`config.mk`:
```
export PLATFORM = sky130hd
export DESIGN_NAME = seg7_avalon_display
export DESIGN_NICKNAME = d
export VERILOG_FILES = /design/src/rtl/seg7_avalon_display.sv
export SDC_FILE = /design/constraint.sdc
export NUM_CORES = 1
export LEC_CHECK = 0
export ABC_AREA = 0
export BUFFER_PORTS_ARGS = -buffer_cell sky130_fd_sc_hd__buf_2
export CAP_MARGIN = 10
export CORE_AREA = 2 2 151 153
export DETAILED_ROUTE_END_ITERATION = 7
export DIE_AREA = 0 0 153 155
export PLACE_DENSITY = 0.62
export SLEW_MARGIN = 10
export SYNTH_ARGS = -nofsm -noshare
export SYNTH_HDL_FRONTEND = slang
export SYNTH_SLANG_ARGS = --single-unit
```
`constraint.sdc`:
```
create_clock -name clk -period 2.71 [get_ports clk]
set_clock_uncertainty 0.05 [all_clocks]
set_input_delay 0.542 -clock clk [delete_from_list [all_inputs] [get_ports clk]]
set_output_delay 0.542 -clock clk [all_outputs]
set_load 0.02 [all_outputs]
```
`src/rtl/seg7_avalon_display.sv`:
```
// Avalon-MM seven-segment display controller: per-digit value registers, hex decode,
// decimal-point mask, per-digit blink and PWM brightness; registered segment outputs.
module seg7_avalon_display #(
    parameter int NUM_DIGITS = 6,
    parameter int BLINK_DIV  = 25000000,
    parameter int PWM_BITS   = 4,
    parameter int ACTIVE_LOW = 1
) (
    input  logic                    clk,
    input  logic                    reset,
    input  logic [3:0]              avs_address,
    input  logic                    avs_write,
    input  logic [31:0]             avs_writedata,
    input  logic                    avs_read,
    output logic [31:0]             avs_readdata,
    output logic [8*NUM_DIGITS-1:0] digits
);
    localparam int                  BW         = $clog2(BLINK_DIV);
    localparam logic [BW-1:0]       BLINK_LAST = BW'(BLINK_DIV - 1);
    localparam logic [PWM_BITS-1:0] BRIGHT_MAX = '1;
    localparam logic [7:0]          SEG_BLANK  = (ACTIVE_LOW != 0) ? 8'hFF : 8'h00;

    logic [2:0]                   ctrl_q, ctrl_d;
    logic [PWM_BITS-1:0]          bright_q, bright_d;
    logic [NUM_DIGITS-1:0]        dpmask_q, dpmask_d;
    logic [NUM_DIGITS-1:0]        blinkmask_q, blinkmask_d;
    logic [NUM_DIGITS-1:0][7:0]   digit_q, digit_d;
    logic [BW-1:0]                blink_cnt_q, blink_cnt_d;
    logic                         phase_off_q, phase_off_d;
    logic [PWM_BITS-1:0]          pwm_cnt_q, pwm_cnt_d;
    logic [8*NUM_DIGITS-1:0]      digits_q, digits_d;
    logic [31:0]                  rdata_q, rdata_d;

    logic [15:0] we;
    logic [31:0] reg_map [16];
    logic        lit;
    logic        unused_wdata;

    assign unused_wdata = ^avs_writedata;

    function automatic logic [6:0] hex_glyph(input logic [3:0] v);
        case (v)
            4'h0: hex_glyph = 7'h3F;
            4'h1: hex_glyph = 7'h06;
            4'h2: hex_glyph = 7'h5B;
            4'h3: hex_glyph = 7'h4F;
            4'h4: hex_glyph = 7'h66;
            4'h5: hex_glyph = 7'h6D;
            4'h6: hex_glyph = 7'h7D;
            4'h7: hex_glyph = 7'h07;
            4'h8: hex_glyph = 7'h7F;
            4'h9: hex_glyph = 7'h6F;
            4'hA: hex_glyph = 7'h77;
            4'hB: hex_glyph = 7'h7C;
            4'hC: hex_glyph = 7'h39;
            4'hD: hex_glyph = 7'h5E;
            4'hE: hex_glyph = 7'h79;
            default: hex_glyph = 7'h71;
        endcase
    endfunction

    // Full 16-entry address decode; addresses with no register read as zero.
    for (genvar g = 0; g < 16; g++) begin : g_addr
        assign we[g] = avs_write && (avs_address == 4'(g));
        if (g == 0) begin : g_ctrl
            assign reg_map[g] = 32'(ctrl_q);
        end else if (g == 1) begin : g_bright
            assign reg_map[g] = 32'(bright_q);
        end else if (g == 2) begin : g_dp
            assign reg_map[g] = 32'(dpmask_q);
        end else if (g == 3) begin : g_bm
            assign reg_map[g] = 32'(blinkmask_q);
        end else if (g < 4 + NUM_DIGITS) begin : g_dig
            assign reg_map[g] = 32'(digit_q[g-4]);
        end else begin : g_none
            assign reg_map[g] = '0;
        end
    end

    always_comb begin
        ctrl_d      = ctrl_q;
        bright_d    = bright_q;
        dpmask_d    = dpmask_q;
        blinkmask_d = blinkmask_q;
        if (we[0]) ctrl_d      = avs_writedata[2:0];
        if (we[1]) bright_d    = avs_writedata[PWM_BITS-1:0];
        if (we[2]) dpmask_d    = avs_writedata[NUM_DIGITS-1:0];
        if (we[3]) blinkmask_d = avs_writedata[NUM_DIGITS-1:0];
    end

    always_comb begin
        rdata_d = rdata_q;
        if (avs_read) rdata_d = reg_map[avs_address];
    end

    // A CTRL write with BLINK_EN clear restarts the blink cycle in its on phase.
    always_comb begin
        blink_cnt_d = blink_cnt_q;
        phase_off_d = phase_off_q;
        if (we[0] && !avs_writedata[2]) begin
            blink_cnt_d = '0;
            phase_off_d = 1'b0;
        end else if (ctrl_q[2]) begin
            if (blink_cnt_q == BLINK_LAST) begin
                blink_cnt_d = '0;
                phase_off_d = !phase_off_q;
            end else begin
                blink_cnt_d = blink_cnt_q + 1'b1;
            end
        end
    end

    always_comb begin
        pwm_cnt_d = pwm_cnt_q + 1'b1;
        lit       = (bright_q == BRIGHT_MAX) || (pwm_cnt_q < bright_q);
    end

    for (genvar g = 0; g < NUM_DIGITS; g++) begin : g_digit
        logic [7:0] pat;
        logic       show;
        assign digit_d[g] = we[g+4] ? avs_writedata[7:0] : digit_q[g];
        assign pat  = ctrl_q[1] ? {dpmask_q[g], hex_glyph(digit_q[g][3:0])} : digit_q[g];
        assign show = ctrl_q[0] && lit && !(ctrl_q[2] && blinkmask_q[g] && phase_off_q);
        assign digits_d[8*g +: 8] = !show ? SEG_BLANK : ((ACTIVE_LOW != 0) ? ~pat : pat);
    end

    always_ff @(posedge clk) begin
        if (reset) begin
            ctrl_q      <= '0;
            bright_q    <= '1;
            dpmask_q    <= '0;
            blinkmask_q <= '0;
            digit_q     <= '0;
            blink_cnt_q <= '0;
            phase_off_q <= 1'b0;
            pwm_cnt_q   <= '0;
            digits_q    <= {NUM_DIGITS{SEG_BLANK}};
            rdata_q     <= '0;
        end else begin
            ctrl_q      <= ctrl_d;
            bright_q    <= bright_d;
            dpmask_q    <= dpmask_d;
            blinkmask_q <= blinkmask_d;
            digit_q     <= digit_d;
            blink_cnt_q <= blink_cnt_d;
            phase_off_q <= phase_off_d;
            pwm_cnt_q   <= pwm_cnt_d;
            digits_q    <= digits_d;
            rdata_q     <= rdata_d;
        end
    end

    assign avs_readdata = rdata_q;
    assign digits       = digits_q;

endmodule

```
==> reports/qor.yml, run 1 <==
status: "finished, final reports clean"
hold_violations: 0
initial_utilization: 0.441
core_mm2: 0.0222
timing.final.crit_share: 0.810
drive_above_1_share: 0.221
post-synth-top-area-fraction: 0.398
dr_total_vias: 7644
cts_htree_levels: 4
setup_repair_after_global_routing_missed_its_margin: "no"
finalWirelength_um: 24900
worst_path_largest_cell_delay_ns: 0.39
utilization: 0.500
vdd.ir_drop.worst_uv: 438
grt_pass1_wl_um: 39700
r2r_start: "ctrl_q[2]"
floorplan.die_area_mm2: 0.0237
finalSetupTns_ns: 0
globalRoute.totalOverflow: 0
area_delta_synth_final_pct: 13.3
synth.ff_latch_count: 195
gp_routability_congestion: 0.913
finalNetCount: 1237
seqCellArea_mm2: 0.00391
crit_buf_inv: 3
num-fill-cells: 2098
layout_commonest_cell: "sky130_fd_sc_hd__dfxtp_1"
final-setup-viol-count: 0
vias_per_cell: 5.28
ioPinCount: 120
ys_seq_area_frac: 0.398
multi_input_comb_area_mm2: 0.00529
power_per_cell_area_mw_per_mm2: 525
cts_tree: "built"
capture_instance_of_the_worst_register_to_register_path: "blink_cnt_q[8]"
cp_data_required_time_ns: 2.96
detailed_place_hpwl_um: 18400
slew_violations: 0
min_path_type: "input pin to register"
syn_area_per_cell_um2: 9.19
io_buffers: 71
first_global_vias: 7155
synth-main-ff-cell: "sky130_fd_sc_hd__dfxtp_1"
setup.worst_path.start_class: "input pin"
firstDrtPassIters: 5
postSynth.asyncResetShare: 0
worst-endpoint-arrival_ns: 2.45
insertion_delay_ns: 0.43
cts-resized-gates: 0
r2r_slack_ns: 0.52
syn-instance-count: 1067
netlist_area_mm2: 0.00981
hold_depth: 3
dpl_worst_slack_ns: 0.102
layout.cells.most_common_list: "sky130_fd_sc_hd__dfxtp_1 (194), sky130_fd_sc_hd__nand2_1 (172), sky130_fd_sc_hd__buf_2 (71)"
dr.first_iter.drc_count: 568
routedWlPerCell_um: 17.2
drc_violation_count_after_routing: 0
power_total_mw: 5.84
slowest_stage: "sky130_fd_sc_hd__a221oi_1"
max_clock_freq_mhz: 455
setup.worst_path.end_class: "register"
die_h_um: 155
worst_pin_slew_ns: 0.716
cts.hold.buffers_added: 0
route.antenna.remaining_nets: 0
clkSlewWorstSetupHoldPaths_ns: 0.07
worst-path-max-fanout: 19
number_of_maximum_capacitance_constraint_violations: 0
post-route-worst-setup-slack_ns: 0.514
cts_inserted_buffers: 17
grt_antenna_before_repair: 2
crit_family: "buffers and inverters"
yosys-top-cells-area: "sky130_fd_sc_hd__dfxtp_1 (40%), sky130_fd_sc_hd__nand2_1 (6.6%), sky130_fd_sc_hd__mux2_2 (6.1%), sky130_fd_sc_hd__ha_1 (6.0%), sky130_fd_sc_hd__mux2i_1 (4.9%)"
cts_max_path_buffers: 2
worstSetupPathType: "input pin to register"
reg2regPathDepth: 6
timing.hold.worst_endpoint: "digit_q[31]"
hp-start: "avs_writedata[7]"
pin_count_of_the_biggest_net_entering_global_routing: 39
post-cts-setup-buffer-count: 0
clock-sinks: 195
placement_rows: 55
track_usage: 0.210
die_width_um: 153
number_of_enable_flip_flop_cells_after_synthesis: 0
yosysTopAreaCell: "sky130_fd_sc_hd__dfxtp_1"
synth.yosys.warnings: 0
path_cells: "buf_2, buf_4, nand2b_2, nor3_1, a31o_2, inv_1, ha_1, a221oi_1"
timing.final.crit_period_ns: 2.20
relSlewSlack: 0.518
cts.root.buffer_cell: "sky130_fd_sc_hd__clkbuf_16"
netlist-cell-type-count: 74
cell_leakage_power_nw: 4.60
worst register-to-register path: stages (launching register included):
cell and delay [ns]:
sky130_fd_sc_hd__dfxtp_1 0.49, sky130_fd_sc_hd__and3_1 0.31, sky130_fd_sc_hd__nand4_1 0.25, sky130_fd_sc_hd__nor4_2 0.45
sky130_fd_sc_hd__or3_1 0.17, sky130_fd_sc_hd__buf_4 0.26, sky130_fd_sc_hd__nor2_1 0.09
how the worst max path moves through the flow:
stage	from	endpoint	slack (ns)	cells after the start
after floorplan	reset	register	0.11	11
after global routing	blink_cnt_q[0]	blink_cnt_q[6]	0.30	7
after detailed placement	avs_address[0]	register	0.10	8
after CTS	ctrl_q[2]	blink_cnt_q[6]	0.50	6
after global placement	avs_address[0]	register	0.11	8
final	avs_address[0]	register	0.51	8
area by class of cell:
class	instances	area share
multi-input combinational	758	0.476
clock inverter	11	0.0116
tap	285	0.0321
sequential	195	0.352
clock buffer	20	0.0402
timing repair buffer	120	0.0685
antenna	1	0.000225
inverter	58	0.0196
metal layers:
metal | share of wire | global-route usage | vias to the layer above
li1 | - | - | 3777
met1 | 0.47 | 0.295 | 3641
met2 | 0.47 | 0.338 | 202
met3 | 0.050 | 0.0320 | 22
met4 | 0.016 | 0.0578 | 2
met5 | 0.00044 | 0 | -
kinds of logic (layout without fill, tap and decap cells):
kind of cell | count (synthesis) | in the layout | synth area share
AOI/OAI and AO/OA | 148 | 148 | 0.102
xor gates and xnor gates | 27 | 27 | 0.0241
adders and majority gates | 47 | 47 | 0.0600
buffers and inverters | 137 | 209 | 0.0713
DFF | 195 | 195 | 0.398
muxes | 122 | 122 | 0.154
other | 1 | 25 | 0.000382
and+or+nand+nor | 390 | 390 | 0.191
cells in the mapped netlist (5+ instances only):
cell	instances
sky130_fd_sc_hd__and3_1	6
sky130_fd_sc_hd__inv_1	52
sky130_fd_sc_hd__buf_2	13
sky130_fd_sc_hd__nor4_1	7
sky130_fd_sc_hd__a221oi_1	7
sky130_fd_sc_hd__mux2i_4	6
sky130_fd_sc_hd__xnor2_1	15
sky130_fd_sc_hd__nand2_1	172
sky130_fd_sc_hd__ha_1	47
sky130_fd_sc_hd__a32oi_1	5
sky130_fd_sc_hd__nor2b_1	17
sky130_fd_sc_hd__buf_4	31
sky130_fd_sc_hd__or2_2	6
sky130_fd_sc_hd__clkbuf_1	26
sky130_fd_sc_hd__mux4_2	11
sky130_fd_sc_hd__mux2i_1	48
sky130_fd_sc_hd__a21oi_1	56
sky130_fd_sc_hd__mux2_2	53
sky130_fd_sc_hd__nand2b_1	15
sky130_fd_sc_hd__nand4_1	10
sky130_fd_sc_hd__inv_2	6
sky130_fd_sc_hd__nor2_1	66
sky130_fd_sc_hd__dfxtp_1	195
sky130_fd_sc_hd__xor2_1	12
sky130_fd_sc_hd__a22oi_1	13
sky130_fd_sc_hd__a211oi_1	6
sky130_fd_sc_hd__a2bb2oi_1	9
sky130_fd_sc_hd__and2_1	6
sky130_fd_sc_hd__nor3_1	13
sky130_fd_sc_hd__o21ai_0	17
sky130_fd_sc_hd__buf_6	7
sky130_fd_sc_hd__nand3_1	41
power breakdown:
part	total [mW]	leakage [nW]	switching, mW	internal (mW)
Combinational	0.403	2.75	0.261	0.142
Clock	2.51	0.270	1.12	1.39
Sequential	2.93	1.58	0.0281	2.90
stage by stage:
step                      instances  area [um2]  hold slack (ns)
after CTS                      1447       11100            0.382
final                          1448       11100            0.408
after detailed placement       1416       10500            0.391
after global placement         1416       10500            0.382
after floorplan                1090        9900            0.360
after global routing           1448       11100            0.400
No activity file was read; power rests on OpenSTA's default activity.
==> run 2: changes to the inputs <==
--- a/config.mk
+++ b/config.mk
@@ -5,13 +5,13 @@
 export SDC_FILE = /design/constraint.sdc
 export NUM_CORES = 1
 export LEC_CHECK = 0
-export ABC_AREA = 0
+export ABC_AREA = 1
 export BUFFER_PORTS_ARGS = -buffer_cell sky130_fd_sc_hd__buf_2
 export CAP_MARGIN = 10
 export CORE_AREA = 2 2 151 153
 export DETAILED_ROUTE_END_ITERATION = 7
 export DIE_AREA = 0 0 153 155
-export PLACE_DENSITY = 0.62
+export PLACE_DENSITY = 0.59
 export SLEW_MARGIN = 10
 export SYNTH_ARGS = -nofsm -noshare
 export SYNTH_HDL_FRONTEND = slang
==> constraint.sdc (replaced) <==
create_clock -name clk -period 2.1 [get_ports clk]
set_clock_uncertainty 0.05 [all_clocks]
set_input_delay 0.42 -clock clk [delete_from_list [all_inputs] [get_ports clk]]
set_output_delay 0.42 -clock clk [all_outputs]
set_load 0.02 [all_outputs]
==> run 2 against run 1 <==
  * Sequential cell count stayed put
  * Die area is the same
  * First-iteration DRC count increased by 19%
  * Critical path type unchanged
  * Largest power group unchanged
==> reports/qor.yml, run 2 <==
status: "finished, final reports clean"
timing.final.crit_share: 0.892
r2r_start: "bright_q[1]"
core_mm2: 0.0222
hold_violations: 0
power_per_cell_area_mw_per_mm2: 670
dr_total_vias: 9204
detailed_place_hpwl_um: 20300
synth.yosys.warnings: 0
reg2regPathDepth: 9
area_delta_synth_final_pct: 17.7
cts-resized-gates: 0
ioPinCount: 120
cp_data_required_time_ns: 2.39
cts_max_path_buffers: 2
max_clock_freq_mhz: 534
stdcell_count: 1839
crit_buf_inv: 3
routedWlPerCell_um: 14.7
globalRoute.totalOverflow: 0
yosysTopAreaCell: "sky130_fd_sc_hd__dfxtp_1"
vdd.ir_drop.worst_uv: 495
ys_seq_area_frac: 0.401
worst-endpoint-arrival_ns: 2.16
finalNetCount: 1628
dr.first_iter.drc_count: 678
syn-instance-count: 1415
capture_instance_of_the_worst_register_to_register_path: "digits[22]"
setup.worst_path.start_class: "input pin"
gp_routability_congestion: 0.901
syn_area_per_cell_um2: 6.88
pin_count_of_the_biggest_net_entering_global_routing: 55
setup_repair_after_global_routing_missed_its_margin: "no"
yosys-top-cells-area: "sky130_fd_sc_hd__dfxtp_1 (40%), sky130_fd_sc_hd__nand2_1 (15%), sky130_fd_sc_hd__nand3_1 (6.2%), sky130_fd_sc_hd__inv_1 (6.2%), sky130_fd_sc_hd__ha_1 (6.0%)"
synthMostInstantiatedCell: "sky130_fd_sc_hd__nand2_1"
number_of_enable_flip_flop_cells_after_synthesis: 0
die_width_um: 153
layout.cells.most_common_list: "sky130_fd_sc_hd__nand2_1 (398), sky130_fd_sc_hd__dfxtp_1 (193), sky130_fd_sc_hd__inv_1 (160)"
slew_violations: 0
clkSlewWorstSetupHoldPaths_ns: 0.08
slowest_stage: "sky130_fd_sc_hd__o21ai_1"
synth-main-ff-cell: "sky130_fd_sc_hd__dfxtp_1"
clock-sinks: 195
postSynth.asyncResetShare: 0
netlist-cell-type-count: 32
netlist_area_mm2: 0.00973
final-setup-viol-count: 0
post-cts-setup-buffer-count: 0
cts_htree_levels: 4
setup.worst_path.end_class: "register"
num-fill-cells: 2277
post-synth-top-area-fraction: 0.401
critical_path.startpoint: "avs_address[0]"
r2r_slack_ns: 0.29
cell_leakage_power_nw: 5.17
placement_rows: 55
initial_utilization: 0.438
floorplan.die_area_mm2: 0.0237
worst_path_largest_cell_delay_ns: 0.23
timing.final.crit_period_ns: 1.87
synth.ff_latch_count: 195
antenna-diode-count: 0
grt_antenna_before_repair: 0
cts_tree: "built"
io_buffers: 71
worst-path-max-fanout: 12
die_h_um: 155
path_cells: "buf_2, buf_4, nand2_1, nor2_1, nand2_1, o21ai_1, nand2_1, inv_1, ha_1, nand4_1, nand3_1, nand2_1"
critical_path.most_common_cell: "sky130_fd_sc_hd__nand2_1"
number_of_maximum_capacitance_constraint_violations: 0
relSlewSlack: 0.587
grt_pass1_wl_um: 43400
drive_above_1_share: 0.145
seqCellArea_mm2: 0.00391
cts_inserted_buffers: 17
finalWirelength_um: 27100
multi_input_comb_area_mm2: 0.00489
worstSetupPathType: "input pin to register"
cts.root.buffer_cell: "sky130_fd_sc_hd__clkbuf_16"
vias_per_cell: 5.00
first_global_vias: 8464
drc_violation_count_after_routing: 0
crit_family: "simple AND/OR/NAND/NOR gates"
cts.hold.buffers_added: 0
cp_num_cells: 12
firstDrtPassIters: 6
post_synth_most_frequent_cells: "sky130_fd_sc_hd__nand2_1 (399), sky130_fd_sc_hd__dfxtp_1 (195), sky130_fd_sc_hd__inv_1 (161)"
layout_commonest_cell: "sky130_fd_sc_hd__nand2_1"
track_usage: 0.228
worst_pin_slew_ns: 0.619
placed_cells: 1807
finalHoldWorstSlack_ns: 0.200
route.antenna.remaining_nets: 0
insertion_delay_ns: 0.44
min_path_type: "input pin to register"
-- run 2: changes by cell type in the layout (fill, tap and decap cells not counted), moves of 13 or more --
cell	delta
sky130_fd_sc_hd__nor2b_1	-17
sky130_fd_sc_hd__nor2_1	+57
sky130_fd_sc_hd__nand2b_1	-15
sky130_fd_sc_hd__nand2_1	+226
sky130_fd_sc_hd__mux2_2	-53
sky130_fd_sc_hd__nand3_1	+80
sky130_fd_sc_hd__inv_1	+108
sky130_fd_sc_hd__buf_4	+46
sky130_fd_sc_hd__nand4_1	+73
sky130_fd_sc_hd__mux2i_1	-47
sky130_fd_sc_hd__a22oi_1	-13
sky130_fd_sc_hd__o21ai_0	+92
-- run 2: cells by family (layout without fill, tap and decap cells) --
family / count (synthesis) / after routing / share of synthesized area
flip-flops: 195 / 195 / 0.401
adder cells (fa/ha/maj): 47 / 47 / 0.0604
XOR/XNOR: 9 / 9 / 0.00810
multiplexers: 1 / 1 / 0.00103
other: 1 / 24 / 0.000385
AO/OA/AOI/OAI: 164 / 164 / 0.0868
buffers and inverters: 247 / 363 / 0.107
AND/OR/NAND/NOR: 751 / 751 / 0.335
-- run 2: worst reg2reg max path: stages (launching register included) --
cell and delay [ns]:
sky130_fd_sc_hd__dfxtp_1 0.37, sky130_fd_sc_hd__inv_1 0.07, sky130_fd_sc_hd__ha_1 0.29, sky130_fd_sc_hd__o21ai_0 0.07
sky130_fd_sc_hd__nand2_1 0.06, sky130_fd_sc_hd__nand3_1 0.06, sky130_fd_sc_hd__nand2_1 0.05, sky130_fd_sc_hd__nand2_1 0.14
sky130_fd_sc_hd__buf_12 0.22, sky130_fd_sc_hd__nand4_1 0.23
-- run 2: how the worst min path moves through the flow --
stage                      from      endpoint  slack (ns)  cells past startpoint
4_1_cts        avs_writedata[3]   bright_q[3]        0.20                      3
3_3_place_gp       pwm_cnt_q[0]  pwm_cnt_q[0]        0.38                      1
5_1_grt        avs_writedata[3]   bright_q[3]        0.22                      3
2_1_floorplan      pwm_cnt_q[0]  pwm_cnt_q[0]        0.36                      1
6_report       avs_writedata[3]   bright_q[3]        0.20                      3
3_5_place_dp       pwm_cnt_q[0]  pwm_cnt_q[0]        0.39                      1
-- run 2: stage by stage --
| stage | worst slack, ns | total power, mW | setup TNS, ns | utilization | area [um2] |
|---|---|---|---|---|---|
| after floorplan | 0.00337 | 4.33 | 0 | - | 9840 |
| after global placement | -0.155 | 4.54 | -1.70 | 0.489 | 10900 |
| after detailed placement | -0.204 | 4.55 | -2.49 | 0.489 | 10900 |
| after CTS | 0.260 | 7.72 | 0 | 0.515 | 11500 |
| after global routing | 0.0823 | 7.97 | 0 | 0.515 | 11500 |
| final | 0.226 | 7.68 | 0 | 0.515 | 11500 |
-- run 2: per-layer routing --
metal  track usage  vias up  wire length [um]
met5             0        -                 0
met4        0.0683        0               565
met3        0.0376       27              1530
met2         0.379      243             12400
met1         0.307     4178             12500
li1              -     4756                 -
-- run 2: area by class of cell --
cell class                 instances  share of cell area
multi-input combinational        996               0.427
sequential                       195               0.341
timing repair buffer             166              0.0965
inverter                         165              0.0541
clock buffer                      18              0.0383
tap                              285              0.0311
clock inverter                    14              0.0124
-- run 2: report_power, final --
group	internal [mW]	leakage [nW]	switching (mW)	total, mW
registers	3.78	1.58	0.0418	3.82
clock network	1.61	0.279	1.60	3.21
logic	0.208	3.31	0.445	0.653
==> run 3: changes to the inputs <==
--- a/config.mk
+++ b/config.mk
@@ -8,10 +8,12 @@
 export ABC_AREA = 1
 export BUFFER_PORTS_ARGS = -buffer_cell sky130_fd_sc_hd__buf_2
 export CAP_MARGIN = 10
-export CORE_AREA = 2 2 151 153
+export CELL_PAD_IN_SITES_DETAIL_PLACEMENT = 0
+export CELL_PAD_IN_SITES_GLOBAL_PLACEMENT = 1
+export CORE_AREA = 2 2 161 163
 export DETAILED_ROUTE_END_ITERATION = 7
-export DIE_AREA = 0 0 153 155
-export PLACE_DENSITY = 0.59
+export DIE_AREA = 0 0 163 165
+export PLACE_DENSITY = 0.71
 export SLEW_MARGIN = 10
 export SYNTH_ARGS = -nofsm -noshare
 export SYNTH_HDL_FRONTEND = slang
==> constraint.sdc (replaced) <==
create_clock -name clk -period 2.1 [get_ports clk]
set_clock_uncertainty 0.05 [all_clocks]
set_input_delay 0.42 -clock clk [delete_from_list [all_inputs] [get_ports clk]]
set_output_delay 0.42 -clock clk [all_outputs]
set_load 0.05 [all_outputs]
==> run 3 against run 2 <==
  * Power is 5.5% higher
  * Worst setup slack better by 0.038 ns
  * Critical path depth is 3 higher
  * Critical path type unchanged
  * Largest power group unchanged
  * Highest routed layer is now met5
==> reports/qor.yml, run 3 (synthesis results as in run 2) <==
status: "finished, final reports clean"
timing.final.crit_share: 0.874
grt_antenna_before_repair: 1
min_path_type: "input pin to register"
postLayoutCellArea_mm2: 0.0117
dpl_worst_slack_ns: -0.183
track_usage: 0.218
slew_violations: 0
finalSetupTns_ns: 0
routedWlPerCell_um: 15.1
drive_above_1_share: 0.152
hp-start: "avs_writedata[3]"
grt.met3_usage: 0.0329
finalWirelength_um: 28700
cts_tree: "built"
cts.root.buffer_cell: "sky130_fd_sc_hd__clkbuf_16"
post-cts-setup-buffer-count: 0
setup.worst_path.end_class: "register"
seqCellArea_mm2: 0.00391
drc_violation_count_after_routing: 0
cts-resized-gates: 0
finalNetCount: 1640
global_route.usage.met2: 0.338
route.antenna.remaining_nets: 0
relSlewSlack: 0.662
timing.hold.worst_endpoint: "bright_q[3]"
worst-path-max-fanout: 5
num-fill-cells: 2604
gp_routability_congestion: 0.893
first_global_vias: 8397
worst_path_largest_cell_delay_ns: 0.29
worst-endpoint-arrival_ns: 2.12
detailed_place_hpwl_um: 21700
power_per_cell_area_mw_per_mm2: 692
capture_instance_of_the_worst_register_to_register_path: "digits[23]"
die_width_um: 163
timing.final.crit_period_ns: 1.84
die_h_um: 165
area_delta_synth_final_pct: 20.2
final-setup-viol-count: 0
layout_commonest_cell: "sky130_fd_sc_hd__nand2_1"
grt_util_met1: 0.312
critical_path.most_common_cell: "sky130_fd_sc_hd__nand2_1"
cts.hold.buffers_added: 0
path_cells: "buf_2, inv_1, nor2_2, buf_4, nand3_4, nand2_1, nand2_1, nor2_2, inv_1, ha_1, or2_2, nand2_1, nand2_1, nand2_1, nand2_1"
hold_violations: 0
globalRoute.totalOverflow: 0
pin_count_of_the_biggest_net_entering_global_routing: 85
r2r_start: "bright_q[1]"
clock-sinks: 195
setup_repair_after_global_routing_missed_its_margin: "no"
hold_depth: 3
r2r_slack_ns: 0.36
firstDrtPassIters: 5
layout.cells.most_common_list: "sky130_fd_sc_hd__nand2_1 (397), sky130_fd_sc_hd__dfxtp_1 (193), sky130_fd_sc_hd__inv_1 (160)"
finalHoldWorstSlack_ns: 0.219
reg2regPathDepth: 9
slowest_stage: "sky130_fd_sc_hd__or2_2"
vdd.ir_drop.worst_uv: 394
worstSetupPathType: "input pin to register"
dr_total_vias: 9082
vias_per_cell: 4.79
power_total_mw: 8.10
cts_max_path_buffers: 2
placement.cell_area_mm2: 0.0111
grt_pass1_wl_um: 45200
post-route-worst-setup-slack_ns: 0.264
cts_htree_levels: 4
io_buffers: 71
placement_rows: 58
insertion_delay_ns: 0.44
clkSlewWorstSetupHoldPaths_ns: 0.07
top_usage_layer: "met2"
floorplan.die_area_mm2: 0.0269
dr.first_iter.drc_count: 607
worst_pin_slew_ns: 0.506
number_of_maximum_capacitance_constraint_violations: 0
cp_data_required_time_ns: 2.38
multi_input_comb_area_mm2: 0.00489
core_mm2: 0.0250
max_clock_freq_mhz: 545
initial_utilization: 0.389
setup.worst_path.start_class: "input pin"
cts_inserted_buffers: 17
cell_leakage_power_nw: 5.27
ioPinCount: 120
run 3: cell count changes in the layout (fill, tap and decap cells not counted), sizes merged:
cell / before / now
clkbuf: 18 / 20
inv: 171 / 167
clkinvlp: 2 / 1
buf: 166 / 178
bufinv: 0 / 3
diode: 0 / 1
run 3: metrics by stage:
stage	utilization	cells
final	0.467	1897
after global routing	0.467	1896
after CTS	0.467	1896
after detailed placement	0.442	1864
after global placement	0.442	1864
after floorplan	-	1438
run 3: worst max-delay path by stage:
stage               slack [ns]  cells after the start  endpoint      startpoint
floorplan                0.003                     13  register       avs_write
global placement         -0.17                     14  register  avs_address[0]
detailed placement       -0.18                     12  register  avs_address[0]
CTS                       0.27                     12  register  avs_address[0]
global route              0.04                     15  register  avs_address[2]
finish                    0.26                     15  register  avs_address[2]
run 3: power breakdown:
| part | switching [mW] | total (mW) | internal [mW] |
|---|---|---|---|
| combinational | 0.535 | 0.755 | 0.220 |
| sequential | 0.0406 | 3.82 | 3.78 |
| clock | 1.53 | 3.53 | 2.00 |
| total | 2.11 | 8.10 | 5.99 |
run 3: final cells by class:
type	count	area share
diodes	1	0.000214
clock buffers	20	0.0399
clock inverters	12	0.0142
inverters	165	0.0530
multi-input cells	996	0.418
flip-flops and latches	195	0.334
well taps	330	0.0353
repair buffers	178	0.105
run 3: worst max-delay path, delay by kind of cell:
family	cells	cell delay, ns
adder cells (fa/ha/maj)	1	0.19
buffers and inverters	4	0.46
AND/OR/NAND/NOR	10	1.03
run 3: metal layers:
| metal | up-vias | part of all wire | wire [um] |
|---|---|---|---|
| met5 | - | 0.00038 | 11 |
| met2 | 201 | 0.43 | 12400 |
| li1 | 4779 | - | - |
| met4 | 2 | 0.016 | 454 |
| met3 | 31 | 0.045 | 1280 |
| met1 | 4069 | 0.51 | 14500 |
